--- config.mk ---
export PLATFORM = sky130hd
export DESIGN_NAME = rv32i_hazard_ctrl
export DESIGN_NICKNAME = d
export VERILOG_FILES = /design/src/rtl/rv32i_pkg.sv /design/src/rtl/rv32i_sat_counter.sv /design/src/rtl/rv32i_hazard_ctrl.sv
export SDC_FILE = /design/constraint.sdc
export NUM_CORES = 1
export LEC_CHECK = 0
export BUFFER_PORTS_ARGS = -buffer_cell sky130_fd_sc_hd__buf_4
export CAP_MARGIN = 20
export CORE_MARGIN = 5
export CORE_UTILIZATION = 59
export CTS_CLUSTER_DIAMETER = 30
export CTS_CLUSTER_SIZE = 10
export DETAILED_ROUTE_END_ITERATION = 16
export PLACE_DENSITY = 0.87
export SETUP_SLACK_MARGIN = 0.3
export SLEW_MARGIN = 30
export SYNTH_ARGS = -nofsm -noshare
export SYNTH_HDL_FRONTEND = slang
export SYNTH_HIERARCHICAL = 1
export SYNTH_SLANG_ARGS = --single-unit
--- constraint.sdc ---
create_clock -name clk -period 4.4 [get_ports clk]
set_input_delay 0.44 -clock clk [delete_from_list [all_inputs] [get_ports clk]]
set_output_delay 0.44 -clock clk [all_outputs]
set_load 0.005 [all_outputs]
--- src/rtl/rv32i_pkg.sv ---
// Shared types for the rv32i hazard/forwarding controller: scoreboard entry
// layout, register address width and the fetch-flush sequencer states.
package rv32i_pkg;

  localparam int REG_W = 5;

  typedef struct packed {
    logic             valid;
    logic             wb_en;
    logic [REG_W-1:0] rd;
    logic             is_load;
  } sb_entry_t;

  typedef enum logic {
    IDLE  = 1'b0,
    FLUSH = 1'b1
  } flush_state_t;

endpackage

--- src/rtl/rv32i_sat_counter.sv ---
// Event counter that sticks at all-ones instead of wrapping.
module rv32i_sat_counter #(
  parameter int WIDTH = 32
) (
  input  logic             clk,
  input  logic             reset,
  input  logic             inc,
  output logic [WIDTH-1:0] count
);

  logic [WIDTH-1:0] count_q;
  logic [WIDTH-1:0] count_d;

  always_comb begin
    count_d = count_q;
    if (inc && (count_q != '1)) begin
      count_d = count_q + 1'b1;
    end
  end

  always_ff @(posedge clk or posedge reset) begin
    if (reset) begin
      count_q <= '0;
    end else begin
      count_q <= count_d;
    end
  end

  assign count = count_q;

endmodule

--- src/rtl/rv32i_hazard_ctrl.sv ---
// Load-use stall detection, operand forwarding select and post-jump fetch
// flush sequencing for the rv32i pipeline, driven from a shadow scoreboard.
module rv32i_hazard_ctrl #(
  parameter int XLEN         = 32,
  parameter int REG_W        = 5,
  parameter int FWD_STAGES   = 3,
  parameter int LOAD_LAT     = 1,
  parameter int FLUSH_CYCLES = 1,
  parameter int SEL_W        = $clog2(FWD_STAGES + 1)
) (
  input  logic             clk,
  input  logic             reset,
  input  logic             id_valid,
  input  logic [REG_W-1:0] id_rs1,
  input  logic [REG_W-1:0] id_rs2,
  input  logic             id_rs1_used,
  input  logic             id_rs2_used,
  input  logic             id_wb_en,
  input  logic [REG_W-1:0] id_wb_reg,
  input  logic             id_is_load,
  input  logic             jump_en,
  output logic             stall_if,
  output logic             bubble_ex,
  output logic             flush_if,
  output logic [SEL_W-1:0] fwd_sel_rs1,
  output logic [SEL_W-1:0] fwd_sel_rs2,
  output logic [XLEN-1:0]  stall_count,
  output logic [XLEN-1:0]  flush_count
);

  import rv32i_pkg::sb_entry_t;
  import rv32i_pkg::flush_state_t;
  import rv32i_pkg::IDLE;
  import rv32i_pkg::FLUSH;

  sb_entry_t sb_q [1:FWD_STAGES];
  sb_entry_t sb_d [1:FWD_STAGES];

  logic [FWD_STAGES:1] match1;
  logic [FWD_STAGES:1] match2;
  logic [FWD_STAGES:1] ld_early;
  logic                stall;

  flush_state_t state_q, state_d;
  logic [1:0]   fcnt_q, fcnt_d;

  genvar gi;
  generate
    for (gi = 1; gi <= FWD_STAGES; gi++) begin : g_sb
      // Loads still inside the shadow window have no result to forward yet.
      localparam bit EARLY = (gi <= LOAD_LAT);

      assign match1[gi] = sb_q[gi].valid & sb_q[gi].wb_en &
                          (sb_q[gi].rd == id_rs1) & (id_rs1 != '0);
      assign match2[gi] = sb_q[gi].valid & sb_q[gi].wb_en &
                          (sb_q[gi].rd == id_rs2) & (id_rs2 != '0);
      assign ld_early[gi] = sb_q[gi].is_load & EARLY;

      if (gi == 1) begin : g_head
        assign sb_d[gi] = (stall | flush_if) ? sb_entry_t'('0) :
                          sb_entry_t'({id_valid, id_wb_en, id_wb_reg, id_is_load});
      end else begin : g_tail
        assign sb_d[gi] = sb_q[gi-1];
      end

      always_ff @(posedge clk or posedge reset) begin
        if (reset) begin
          sb_q[gi] <= '0;
        end else begin
          sb_q[gi] <= sb_d[gi];
        end
      end
    end
  endgenerate

  assign stall = id_valid &
                 (|(((match1 & {FWD_STAGES{id_rs1_used}}) |
                     (match2 & {FWD_STAGES{id_rs2_used}})) & ld_early));

  assign stall_if  = stall;
  assign bubble_ex = stall | flush_if;

  // Scan oldest to youngest so the youngest producer overwrites the select.
  always_comb begin
    fwd_sel_rs1 = '0;
    fwd_sel_rs2 = '0;
    for (int k = FWD_STAGES; k >= 1; k--) begin
      if (id_rs1_used && match1[k] && !ld_early[k]) fwd_sel_rs1 = SEL_W'(k);
      if (id_rs2_used && match2[k] && !ld_early[k]) fwd_sel_rs2 = SEL_W'(k);
    end
  end

  always_comb begin
    state_d  = state_q;
    fcnt_d   = fcnt_q;
    flush_if = 1'b0;
    case (state_q)
      IDLE: begin
        if (jump_en && id_valid && !stall) begin
          state_d = FLUSH;
          fcnt_d  = 2'(FLUSH_CYCLES);
        end
      end
      FLUSH: begin
        flush_if = 1'b1;
        fcnt_d   = fcnt_q - 2'd1;
        if (fcnt_q == 2'd1) state_d = IDLE;
      end
      default: state_d = IDLE;
    endcase
  end

  always_ff @(posedge clk or posedge reset) begin
    if (reset) begin
      state_q <= IDLE;
      fcnt_q  <= '0;
    end else begin
      state_q <= state_d;
      fcnt_q  <= fcnt_d;
    end
  end

  rv32i_sat_counter #(.WIDTH(XLEN)) u_stall_cnt (
    .clk   (clk),
    .reset (reset),
    .inc   (stall),
    .count (stall_count)
  );

  rv32i_sat_counter #(.WIDTH(XLEN)) u_flush_cnt (
    .clk   (clk),
    .reset (reset),
    .inc   (flush_if),
    .count (flush_count)
  );

endmodule
# ---- Word-level counts from Yosys, hierarchy flattened
# Index checks and enable logic that the tools add are counted.
dict set report totals {
  regBits 89
  latchBits 0
  mem_bits_rw 0
  mem_bits_ro 0
  input_bits 23
  out_inout_bits 71
  word_cells 79
  n_memories 0
}
dict set report classes {
  addsub 3
  mul 0
  div_mod_pow 0
  n_lt_le_gt_ge 0
  n_eq_ne 10
  shifts 0
  n_mux 13
  n_bitwise 22
  n_reduce_logical 17
}
# op count
set ops {}
lappend ops {{$add A32 B1 Y32 const B} 2}
lappend ops {{$ne A32 B32 Y1 const B} 2}
lappend ops {{$eq A5 B5 Y1} 6}
lappend ops {{$and A1 B1 Y1} 16}
lappend ops {{$mux W2} 7}
lappend ops {{$logic_and A1 B1 Y1} 12}
lappend ops {{$reduce_bool A5 Y1} 2}
lappend ops {{$mux W8} 1}
lappend ops {{$and A3 B3 Y3} 2}
lappend ops {{$pmux W2 S2} 1}
lappend ops {{$and A3 B1 Y3} 1}
lappend ops {{$mux W1} 3}
lappend ops {{$or A3 B3 Y3} 1}
lappend ops {{$reduce_or A3 Y1} 1}
lappend ops {{$eq A2 B1 Y1 const B} 1}
lappend ops {{$logic_not A1 Y1} 2}
lappend ops {{$ne A2 B2 Y1 const B} 1}
lappend ops {{$pmux W1 S2} 1}
lappend ops {{$sub A2 B1 Y2 const B} 1}
lappend ops {{$not A1 Y1} 1}
lappend ops {{$or A1 B1 Y1} 1}

# ---- Logic depth before layout (Yosys ltp)
dict set report logic_depth {
  ltp_word 12
  depth_mapped 11
  depth_no_buf 9
}

# ---- By module
# Netlist, hierarchy kept.
# module instances cells_per_inst area_per_inst_um2 seq_area_each_um2
set modules_own_cells {}
lappend modules_own_cells {rv32i_sat_counter 2 139 1561.5 800.8}
lappend modules_own_cells {rv32i_hazard_ctrl 1 112 1241.2 625.6}

# ---- Worst setup path after synthesis
# OpenSTA, ideal clock, no wires.
dict set report synth_timing {
  path_kind {input port to flip-flop}
  start {input port id_rs2[0]}
  end {register u_stall_cnt.count_q[31] (netlist: u_stall_cnt/count[31])}
  setup_time_ns 0.123
  arrival_time_ns 2.981
  t_required_ns 4.277
  setup_slack_ns 1.296
  path_stages 11
  n_path_buf 2
  path_cell_list {xnor2_1 -> nand4_1 -> or4_1 -> buf_2 -> a21oi_4 -> clkbuf_2 -> nand3_1 -> or4_4 -> a311oi_4 -> nand4_1 -> xnor2_1}
}
dict set report synth_between {
  elab_chain_cells 9
}
# item line
set synth_lines {}
lappend synth_lines {{from (decl)} rv32i_hazard_ctrl.sv:15} ;# input logic [REG_W-1:0] id_rs2,
lappend synth_lines {{$eq A5 B5 Y1} rv32i_hazard_ctrl.sv:56} ;# (sb_q[gi].rd == id_rs2) & (id_rs2 != '0);
lappend synth_lines {{$and A1 B1 Y1} rv32i_hazard_ctrl.sv:55} ;# assign match2[gi] = sb_q[gi].valid & sb_q[gi].wb_en &
lappend synth_lines {{$and A1 B1 Y1} rv32i_hazard_ctrl.sv:56}
lappend synth_lines {{$and A3 B3 Y3 (*)} rv32i_hazard_ctrl.sv:78} ;# (match2 & {FWD_STAGES{id_rs2_used}})) & ld_early));
lappend synth_lines {{$or A3 B3 Y3 (*)} rv32i_hazard_ctrl.sv:77} ;# (|(((match1 & {FWD_STAGES{id_rs1_used}}) |
lappend synth_lines {{$and A3 B1 Y3 (*)} rv32i_hazard_ctrl.sv:78}
lappend synth_lines {{$reduce_or A3 Y1 (*)} rv32i_hazard_ctrl.sv:77}
lappend synth_lines {{$and A1 B1 Y1 (*)} rv32i_hazard_ctrl.sv:76} ;# assign stall = id_valid &
lappend synth_lines {{net stall_if} rv32i_hazard_ctrl.sv:22} ;# output logic stall_if,
lappend synth_lines {{$logic_and A1 B1 Y1 (*)} rv32i_sat_counter.sv:16} ;# if (inc && (count_q != '1)) begin
lappend synth_lines {{to (signal assigned)} rv32i_sat_counter.sv:25} ;# count_q <= count_d;
lappend synth_lines {{to (decl)} rv32i_sat_counter.sv:11} ;# logic [WIDTH-1:0] count_q;
# The timed path passes the listed nets; every way through them passes the cells marked *.
# A chain may end at the register's enable or synchronous reset.

# ---- Worst setup path in the final report
dict set report layout_timing {
  start {register sb_q (netlist bit sb_d[12])}
  end {register u_stall_cnt.count_q[31] (netlist: u_stall_cnt/count[31])}
}
dict set report layout_between {
  elab_chain_cells 9
}
# item line
set layout_lines {}
lappend layout_lines {{from (decl)} rv32i_hazard_ctrl.sv:36} ;# sb_entry_t sb_q [1:FWD_STAGES];
lappend layout_lines {{from (signal, indexed assignment)} rv32i_hazard_ctrl.sv:70} ;# sb_q[gi] <= sb_d[gi];
lappend layout_lines {{$eq A5 B5 Y1 (on tied branches)} {rv32i_hazard_ctrl.sv:54, rv32i_hazard_ctrl.sv:56}}
lappend layout_lines {{$and A1 B1 Y1 (on tied branches)} {rv32i_hazard_ctrl.sv:53, rv32i_hazard_ctrl.sv:55}}
lappend layout_lines {{$and A1 B1 Y1 (on tied branches)} {rv32i_hazard_ctrl.sv:54, rv32i_hazard_ctrl.sv:56}}
lappend layout_lines {{$and A3 B3 Y3 (on tied branches)} {rv32i_hazard_ctrl.sv:77, rv32i_hazard_ctrl.sv:78}}
lappend layout_lines {{$or A3 B3 Y3 (*)} rv32i_hazard_ctrl.sv:77}
lappend layout_lines {{$and A3 B1 Y3 (*)} rv32i_hazard_ctrl.sv:78}
lappend layout_lines {{$reduce_or A3 Y1 (*)} rv32i_hazard_ctrl.sv:77}
lappend layout_lines {{$and A1 B1 Y1 (*)} rv32i_hazard_ctrl.sv:76}
lappend layout_lines {{$logic_and A1 B1 Y1 (*)} rv32i_sat_counter.sv:16}
# Every way passes the cells marked *; elsewhere a longest branch is shown, timed or not.

==> flow_summary.toml <==
[synthesis]
number_of_warnings_issued_by_yosys = 6
syn_nets = 416
post_syn_area_sq_um = 4364
synthDistinctLibCells = 40
syn-instance-count = 390
yosys_register_bits = 89
synth_largest_area_cell = "sky130_fd_sc_hd__dfrtp_1"
synth_flop_cell = "sky130_fd_sc_hd__dfrtp_1"
synth_async_sr_flop_share_pct = 100.0
edff_count_synth = 0
yosysSeqAreaShare_pct = 51.03
synth_area_per_cell_sq_um = 11.19
fraction_of_post_synthesis_cell_area_in_the_top_cell_type_by_area_pct = 51.03
post_synth_main_area_contributors = "sky130_fd_sc_hd__dfrtp_1 (51%), sky130_fd_sc_hd__xnor2_1 (15%), sky130_fd_sc_hd__nand3_1 (5.0%), sky130_fd_sc_hd__nand4_1 (3.9%), sky130_fd_sc_hd__and3_1 (2.9%)"

[power_and_ir_drop]
p_leak_nw = 2.455
power_density_nw_per_um2 = 365.1
worst_ir_drop_vdd_mv = 0.1990

[final_layout]
share_of_post_route_cells_with_drive_strength_above_1_pct = 26.02
final_core_util_pct = 74.25
areaGrowthSynthToFinish_pct = 22.74
antenna_fix_cells = 0
layout.cells.most_common = "sky130_fd_sc_hd__buf_4"
final_cell_mix = "sky130_fd_sc_hd__buf_4 (95), sky130_fd_sc_hd__dfrtp_1 (89), sky130_fd_sc_hd__xnor2_1 (76)"
final.fill_count = 507
design_area_sq_um = 5356
final_nets = 513

[clock_tree]
clk_pin_slew_worst_paths_ns = 0.09
cts_bufs_inserted = 9
cts.repair_timing.setup_buffer_count = 0
cts_hold_buf = 0
post_cts_resize_count = 0
cts_root_buf = "sky130_fd_sc_hd__clkbuf_8"
cts.sinks = 89
cts_tree = "done"
cts_buffer_depth = 2
cts.htree.levels = 3
clk_latency_worst_skew_pair_ns = 0.35

[sta]
fmaxAchievable_mhz = 284.9
fin_worst_hold_slack_ns = 0.1354
skew_ns = 0.01540
grt_setup_unrepaired = "false"
setup_violations = 0
period_utilisation_layout_pct = 79.77
slew_viol_final = 0
maxSlewHeadroom_pct = 40.80
worstMarginPinSlew_ns = 0.8815
hold_violations = 0
finalSetupTns_ns = 0
finalWorstPathRequiredPeriod_ns = 3.510

[critical_path]
r2r.worst_path.cells = 9
timing.critical_path.required_ns = 4.66
worstReg2RegStart = "sb_d[12]"
startpoint_type = "flip-flop"
chain_of_cells_forming_the_critical_path = "xnor2_1 > nand4_1 > or4_1 > a21oi_4 > nand3_1 > or4_4 > a311oi_4 > nand4_1 > xnor2_1"
arrival_ns = 3.77
max_stage_delay_ns = 0.66
path_delay_family = "simple AND/OR/NAND/NOR gates"
critical_path_class = "flip-flop to flip-flop"
cp_num_buf_inv = 0
crit_path_end_kind = "flip-flop"
worst-r2r-setup-slack_ns = 0.89
reg2reg_to = "u_stall_cnt/count[31]"
slowest_cp_cell = "sky130_fd_sc_hd__or4_1"
crit_fanout = 17

[die]
core_ar_sq_um = 7214
placement_rows = 31
floorplan.die.height_um = 96.01
die_x_um = 96.01
dieArea_sq_um = 9217
start_util_pct = 60.49
io_pins = 94

[place]
number_of_port_buffers = 93
globalplace.congestion = 0.8547
postPlaceCellArea_sq_um = 5162
dp_hpwl_mm = 7.298

[flow_run]
drv.max_cap_violation_count = 0

[grt]
pin_count_of_the_biggest_net_entering_global_routing = 33
grtUsageTotal_pct = 22.97
final_global_route_overflow_total = 0
wire_length_of_the_first_global_routing_pass_mm = 16.50
grt_pass1_vias = 3325
grt_antenna_before_repair = 0

[outcome]
status = "completed"

[drt]
drc = 0
drt_pass1_iterations = 4
average_wire_per_standard_cell_um = 16.70
post_drt_via_cell_ratio = 5.746
antenna_left = 0
vias = 3396
drt_iter0_markers = 195
detailed_route_wl_mm = 9.867

[min_path]
hold_path.class = "primary input to asynchronous set/reset pin"
cells in the mapped netlist, drive strengths merged (4+ instances only):
library cell and count:
nand4 29, a31oi 4, nor3b 7, a21oi 8
nand3 44, clkbuf 7, xor2 11, dfrtp 89
nor4 4, or4 10, and4 4, o21ai 4
inv 9, nor2 12, and3 20, xnor2 76
nand2 23, a41oi 4
state kept, by name (all words and copies together) (netlist names):
signal / cells
state_q: 1
ld_early: 1
u_stall_cnt/count: 32
u_flush_cnt/count: 32
sb_q: 7
sb_d: 14
fcnt_q: 2
cells by family after synthesis:
logic type | share of synthesized area (%)
AO/OA/AOI/OAI | 5.648
buffers and inverters | 1.663
AND/OR/NAND/NOR | 22.13
XOR/XNOR | 17.46
adder cells (fa/ha/maj) | 0.8602
multiplexers | 1.204
flip-flops | 51.03
worst register-to-register path, delay by kind of cell (launching register included):
| kind | cells | cell delay, ns |
|---|---|---|
| flip-flops | 1 | 0.44 |
| AND/OR/NAND/NOR | 5 | 1.60 |
| AO/OA/AOI/OAI | 2 | 0.96 |
| XOR/XNOR | 2 | 0.43 |
routing by layer:
layer,up-vias,wire [um],track usage [%],share of wire (%)
met5,-,0,0,0
met4,0,129,6.398,1.3
met3,13,597,6.099,6.1
met2,122,5006,36.52,51
met1,1670,4133,31.14,42
li1,1591,-,-,-
how the worst max path moves through the flow:
stage              start                    end  slack, ns  cells after the start
2_1_floorplan  id_rs2[0]  u_stall_cnt/count[31]       1.30                     11
5_1_grt          sb_d[9]  u_stall_cnt/count[31]       0.68                      9
3_5_place_dp   id_rs2[0]  u_stall_cnt/count[27]       0.83                     10
4_1_cts         sb_d[12]  u_stall_cnt/count[31]       0.90                      9
3_3_place_gp   id_rs2[0]  u_stall_cnt/count[31]       0.96                     10
6_report        sb_d[12]  u_stall_cnt/count[31]       0.89                      9
layout make-up:
cell class,count,area (sq um),share of cell area [%]
multi-input combinational,283,2064,38.54
clock inverter,6,66.31,1.238
inverter,9,33.78,0.6307
sequential,89,2227,41.58
tap,99,123.9,2.313
clock buffer,10,127.6,2.383
timing repair buffer,95,713.2,13.31
where the power goes:
group | internal (W) | switching [W] | total, W
Combinational | 0.000199 | 0.000150 | 0.000348
Sequential | 0.000918 | 0.000139 | 0.00106
Clock | 0.000265 | 0.000285 | 0.000550
Total | 0.00138 | 0.000574 | 0.00196
per-stage QoR:
stage                     setup WS, ns  instances  power, W
final                           0.8902        591  0.001956
after CTS                       0.8972        591  0.001973
after global routing            0.6810        591  0.002065
after global placement          0.9603        575  0.001404
after floorplan                  1.296        390  0.001264
after detailed placement        0.8281        575  0.001423
Note: power is estimated with default switching activity, not from simulation.
